## config.mk

```make
export PLATFORM = sky130hd
export DESIGN_NAME = sram_port_arbiter
export DESIGN_NICKNAME = d
export VERILOG_FILES = /design/src/rtl/sram_port_arbiter.sv
export SDC_FILE = /design/constraint.sdc
export NUM_CORES = 1
export LEC_CHECK = 0
export CAP_MARGIN = 10
export CORE_AREA = 2 2 119 121
export DETAILED_ROUTE_END_ITERATION = 8
export DIE_AREA = 0 0 121 123
export GPL_TIMING_DRIVEN = 0
export MAX_ROUTING_LAYER = met4
export PLACE_DENSITY = 0.7
export SYNTH_ARGS = -nofsm -noshare
export SYNTH_HDL_FRONTEND = slang
export SYNTH_SLANG_ARGS = --single-unit
```

## constraint.sdc

```tcl
create_clock -name clk -period 4.8 [get_ports clk]
set_input_delay 0.96 -clock clk [delete_from_list [all_inputs] [get_ports clk]]
set_output_delay 0.96 -clock clk [all_outputs]
set_load 0.02 [all_outputs]
```

## src/rtl/sram_port_arbiter.sv

```systemverilog
// Two-requester arbiter (inst/data) for one single-port SRAM with 1-cycle read latency.
// Define ARB_ROUND_ROBIN_EN for alternating conflict resolution; default is data priority with a starvation guard.
module sram_port_arbiter #(
    parameter int ADDR_WD    = 32,
    parameter int DATA_WD    = 32,
    parameter int STARVE_MAX = 4
) (
    input  logic                 clk,
    input  logic                 reset,
    input  logic                 inst_req,
    input  logic [DATA_WD/8-1:0] inst_wen,
    input  logic [ADDR_WD-1:0]   inst_addr,
    input  logic [DATA_WD-1:0]   inst_wdata,
    output logic                 inst_gnt,
    output logic                 inst_rvalid,
    output logic [DATA_WD-1:0]   inst_rdata,
    input  logic                 data_req,
    input  logic [DATA_WD/8-1:0] data_wen,
    input  logic [ADDR_WD-1:0]   data_addr,
    input  logic [DATA_WD-1:0]   data_wdata,
    output logic                 data_gnt,
    output logic                 data_rvalid,
    output logic [DATA_WD-1:0]   data_rdata,
    output logic                 sram_en,
    output logic [DATA_WD/8-1:0] sram_wen,
    output logic [ADDR_WD-1:0]   sram_addr,
    output logic [DATA_WD-1:0]   sram_wdata,
    input  logic [DATA_WD-1:0]   sram_rdata
);

    logic               w_conflict;
    logic               w_inst_win;
    logic               w_inst_gnt;
    logic               w_data_gnt;
    logic [1:0]         r_rd_owner;
    logic [DATA_WD-1:0] r_inst_hold;
    logic [DATA_WD-1:0] r_data_hold;

    assign w_conflict = inst_req & data_req;

`ifdef ARB_ROUND_ROBIN_EN
    // Set when data took the last conflict, so inst takes the next one.
    logic r_rr_last;

    assign w_inst_win = r_rr_last;

    always_ff @(posedge clk) begin
        if (reset)
            r_rr_last <= 1'b0;
        else if (w_conflict)
            r_rr_last <= w_data_gnt;
    end
`else
    logic [3:0] r_starve_cnt;

    assign w_inst_win = (r_starve_cnt == 4'(STARVE_MAX));

    always_ff @(posedge clk) begin
        if (reset || w_inst_gnt || !inst_req)
            r_starve_cnt <= 4'd0;
        else if (w_conflict)
            r_starve_cnt <= r_starve_cnt + 4'd1;
    end
`endif

    assign w_inst_gnt = !reset && inst_req && (!data_req || w_inst_win);
    assign w_data_gnt = !reset && data_req && (!inst_req || !w_inst_win);
    assign inst_gnt   = w_inst_gnt;
    assign data_gnt   = w_data_gnt;
    assign sram_en    = w_inst_gnt | w_data_gnt;

    always_comb begin
        sram_wen   = '0;
        sram_addr  = '0;
        sram_wdata = '0;
        if (w_inst_gnt) begin
            sram_wen   = inst_wen;
            sram_addr  = inst_addr;
            sram_wdata = inst_wdata;
        end else if (w_data_gnt) begin
            sram_wen   = data_wen;
            sram_addr  = data_addr;
            sram_wdata = data_wdata;
        end
    end

    always_ff @(posedge clk) begin
        if (reset)
            r_rd_owner <= 2'b00;
        else
            r_rd_owner <= {w_data_gnt && !(|data_wen), w_inst_gnt && !(|inst_wen)};
    end

    // Gating with reset drops a read that was granted just before reset rose.
    assign inst_rvalid = r_rd_owner[0] && !reset;
    assign data_rvalid = r_rd_owner[1] && !reset;

    always_ff @(posedge clk) begin
        if (reset) begin
            r_inst_hold <= '0;
            r_data_hold <= '0;
        end else begin
            if (inst_rvalid) r_inst_hold <= sram_rdata;
            if (data_rvalid) r_data_hold <= sram_rdata;
        end
    end

    assign inst_rdata = reset ? '0 : (inst_rvalid ? sram_rdata : r_inst_hold);
    assign data_rdata = reset ? '0 : (data_rvalid ? sram_rdata : r_data_hold);

endmodule

```

# --- Word-level counts from Yosys, hierarchy flattened ---
# Cells that the tools add are included.
word_totals:
  reg_bits: 70
  input_bits: 172
  out_inout_bits: 137
  word_cells: 38
op_classes:
  add_sub_neg: 1
  eq_ne: 1
  muxes: 10
  bitwise: 2
  n_reduce_logical: 20
ops:
  columns: ["op", "count"]
  rows:
  - ["$mux 32", 8]
  - ["$logic_and 1x1->1", 8]
  - ["$mux 4", 2]
  - ["$reduce_or 4->1", 2]
  - ["$logic_not 1->1", 6]
  - ["$add 4x1->4 const B", 1]
  - ["$eq 4x3->1 const B", 1]
  - ["$logic_or 1x1->1", 4]
  - ["$and 1x1->1", 1]
  - ["$or 1x1->1", 1]

# --- Depth between registers and ports, before layout ---
depth:
  word_depth: 6
  ltp_mapped: 7
  depth_no_buf: 5

# --- Least setup slack after synthesis ---
# OpenSTA, ideal clock, no wires.
synth_timing:
  path_kind: "input to output"
  startpoint: "in reset"
  endpoint: "out sram_addr[22]"
  arrival_ns: 1.956
  setup_slack_ns: 1.884
  path_stages: 5
  path_buffers: 2
  cell_sequence: "buf_2 nand2b_4 a21oi_2 buf_2 a22o_1"
synth_lines:
  columns: ["item", "line_no", "source"]
  rows:
  - ["start: declaration", "9", "input logic reset,"]
  - ["$logic_not 1->1", "66", "assign w_inst_gnt = !reset && inst_req && (!data_req || w_inst_win);"]
  - ["$logic_and 1x1->1 (2 in series)", "66", null]
  - ["net inst_gnt", "14", "output logic inst_gnt,"]
  - ["$mux 32", "76", "if (w_inst_gnt) begin"]
  - ["end: declaration", "26", "output logic [ADDR_WD-1:0] sram_addr,"]
# The timed path passes the listed nets, and every way through them passes these cells.

# --- Final worst setup path ---
layout_timing:
  startpoint: "in inst_req"
  endpoint: "out sram_addr[10]"
layout_between:
  elab_chain_cells: 5
layout_rtl:
  columns: ["item", "line_no", "source"]
  rows:
  - ["start: declaration", "10", "input logic inst_req,"]
  - ["$logic_not 1->1", "67", "assign w_data_gnt = !reset && data_req && (!inst_req || !w_inst_win);"]
  - ["$logic_or 1x1->1", "67", null]
  - ["$logic_and 1x1->1", "67", null]
  - ["$mux 32", "80", "end else if (w_data_gnt) begin"]
  - ["$mux 32 *", "76", null]
# Mark *: on every way between the ends. The rest lies on a longest branch, timed or not.

==> impl_metrics.ini <==
[global_routing]
grt_antenna_before_repair = 0
maximum_number_of_pins_on_one_net_before_global_route_repair = 13
grt_overall_usage = 0.207
grt_first_pass_wirelength_um = 21800
first_global_vias = 3764
grt_overflow = 0

[logic_synthesis]
mappedNetlistNets = 499
synth.distinct_cells = 21
area_share_of_the_leading_cell_type_in_the_synthesized_netlist = 0.429
avgSynthCellArea_um2 = 10.1
yosys_register_bits = 70
synth_top_cells_by_area = dfxtp_1 43%, mux2i_1 20%, a22o_1 18%
cell_area_after_technology_mapping_um2 = 3270
synth-warning-count = 0
synth-seq-area-share = 0.429
post_synth_inst_count = 325
synthDominantAreaCellType = dfxtp_1

[drt]
route.vias.total = 3735
detail_route.vias_per_cell = 4.51
final_antenna_net_count = 0
detailedRoute.firstIterationViolations = 120
drc_errors = 0
number_of_optimization_iterations_in_the_first_detailed_route_pass = 4
wl_per_cell_um = 19.2
totalWireLength_um = 15900

[power]
static-leakage-power_nw = 2.55
power.internal_w = 0.00129
switching_share = 0.234
finalPower_w = 0.00169
peakVddDrop_v = 0.000145
net_switching_power_w = 0.000394
power.share.clock = 0.428
pwr_density_cell_nw_per_um2 = 244
pwr-share-comb = 0.224
seqPwrFrac = 0.348

[cells_and_area]
multi_input_comb_area_um2 = 1650
antennaDiodeCount = 0
most_common_cell_after_layout_fill_and_taps_aside = clkdlybuf4s50_1
design.final.nets = 817
flow.area_growth_from_synthesis_pct = 111
nFillCells = 1239
seq_area_um2 = 1400
layout_common_cells = 307 x clkdlybuf4s50_1, 70 x dfxtp_1, 68 x a22o_1
stdcell_area_um2 = 6900
drive_above_1_share = 0.0679

[timing]
finalWorstPathRequiredPeriod_ns = 4.16
finalHoldViolCount = 0
fin_skew_ns = 0.00540
final_worst_path_period_share = 0.867
slew_headroom = 0.637
setup_tns_ns = 0
maxClockFrequency_ghz = 0.240
worst_pin_slew_ns = 0.544
slew_viol_final = 0
grt_setup_unrepaired = no
layout_setup_ws_ns = 0.641
setup_violations = 0

[clock_tree]
clkSinkCount = 70
insertion_delay_ns = 0.33
cts_max_level = 3
clock-root-buffer = clkbuf_16
cts_tree = built
post_cts_resized = 0
clk_path_buf_depth = 2
post-cts-setup-buffer-count = 0
cts_hold_buf = 0
cts_made_buffers = 9
path_clk_slew_ns = 0.05

[critical_path]
cpMostUsedCell = clkdlybuf4s50_1
critPathCaptureType = output pin
worstPathRequired_ns = 3.84
critPathTopFamily = buffers and inverters
cp_cell_sequence = clkdlybuf4s50_1 -> nand2b_4 -> a21oi_2 -> buf_2 -> a22o_1 -> clkdlybuf4s50_1
startpoint_type = input port
cpPeakStageDelay_ns = 0.69
cp_slowest_cell = clkdlybuf4s50_1
crit_path_max_fanout = 10
buf_inv_stages_crit_path = 3
worst-setup-path-type = in2out
cp.arrival_ns = 3.20

[run_status]
status = finished clean

[placed_design]
post_placement_setup_slack_ns = 0.595
place_congestion = 0.856
post-dp-hpwl_um = 13400
port_buffers = 307
dpl-instance-area_um2 = 6570

[floorplanning]
initial_core_util = 0.240
rows = 43
die_w_um = 121
fp.coreArea_um2 = 13600
floorplan.die_area_um2 = 14900
dieHeight_um = 123
design.portCount = 309

[flow_run]
max_cap_violations = 0

[hold_path]
timing.hold.worst.class = reg2reg
-- worst paths after layout --
kind	startpoint	end	slack (ns)	cells after the start
worst max-delay path	inst_req	sram_addr[10]	0.64	6
worst min-delay path	r_starve_cnt[0]	r_starve_cnt[0]	0.49	1
worst min register to register	r_starve_cnt[0]	r_starve_cnt[0]	0.49	1
worst max register to register	r_starve_cnt[0]	r_rd_owner[0]	3.25	6
-- cells by family (layout without fill, tap and decap cells) --
group | count (synthesis) | after routing | synth area share
compound gates | 70 | 70 | 0.188
flops | 70 | 70 | 0.429
fa+ha+maj | 2 | 2 | 0.00766
xor+xnor | 2 | 2 | 0.00536
simple gates | 81 | 81 | 0.108
mux | 64 | 64 | 0.196
buf+inv | 36 | 359 | 0.0662
-- area by class of cell --
type                    count  share of cell area
clock inverters             5              0.0118
repair buffers            307               0.445
clock buffers              11              0.0366
inverters                   5             0.00272
well taps                 180              0.0326
plain buffers              31              0.0286
flip-flops and latches     70               0.203
multi-input cells         219               0.239
-- layer usage --
layer / vias up / wire, um / part of all wire / GRT usage
met4: 0 / 297 / 0.019 / 0.0574
met1: 1721 / 5910 / 0.37 / 0.219
li1: 1813 / - / - / -
met2: 179 / 8450 / 0.53 / 0.378
met3: 22 / 1220 / 0.077 / 0.0572
met5: - / 0 / 0 / -
-- per-stage QoR --
step | instances | util | hold slack, ns
2_1_floorplan | 325 | - | 0.449
3_3_place_gp | 812 | 0.482 | 0.468
3_5_place_dp | 812 | 0.482 | 0.486
4_1_cts | 828 | 0.507 | 0.491
5_1_grt | 828 | 0.507 | 0.515
6_report | 828 | 0.507 | 0.490
-- state kept, by name (all words and copies together), names as in the netlist --
| register | count |
|---|---|
| r_data_hold | 32 |
| r_starve_cnt | 4 |
| r_rd_owner | 2 |
| r_inst_hold | 32 |
-- power groups by stage --
stage | sequential, W | clock [W] | combinational [W]
6_report | 0.000586 | 0.000722 | 0.000378
5_1_grt | 0.000586 | 0.000766 | 0.000395
4_1_cts | 0.000586 | 0.000739 | 0.000381
3_5_place_dp | 0.000599 | 0 | 0.000380
3_3_place_gp | 0.000598 | 0 | 0.000378
2_1_floorplan | 0.000598 | 0 | 0.000126
-- synthesized netlist by cell type --
master	count
buf_2	17
nor4_1	2
clkbuf_1	4
inv_1	5
nand2_1	1
xor2_1	2
buf_6	8
nor2_1	66
o211a_1	1
nand3b_4	1
nor3_1	4
mux2i_1	64
buf_1	2
a21oi_2	1
nand2b_4	1
a22o_1	68
nor2b_1	2
ha_1	2
dfxtp_1	70
and2_1	2
nand3_1	2
Note: power is estimated with default switching activity, not from simulation.
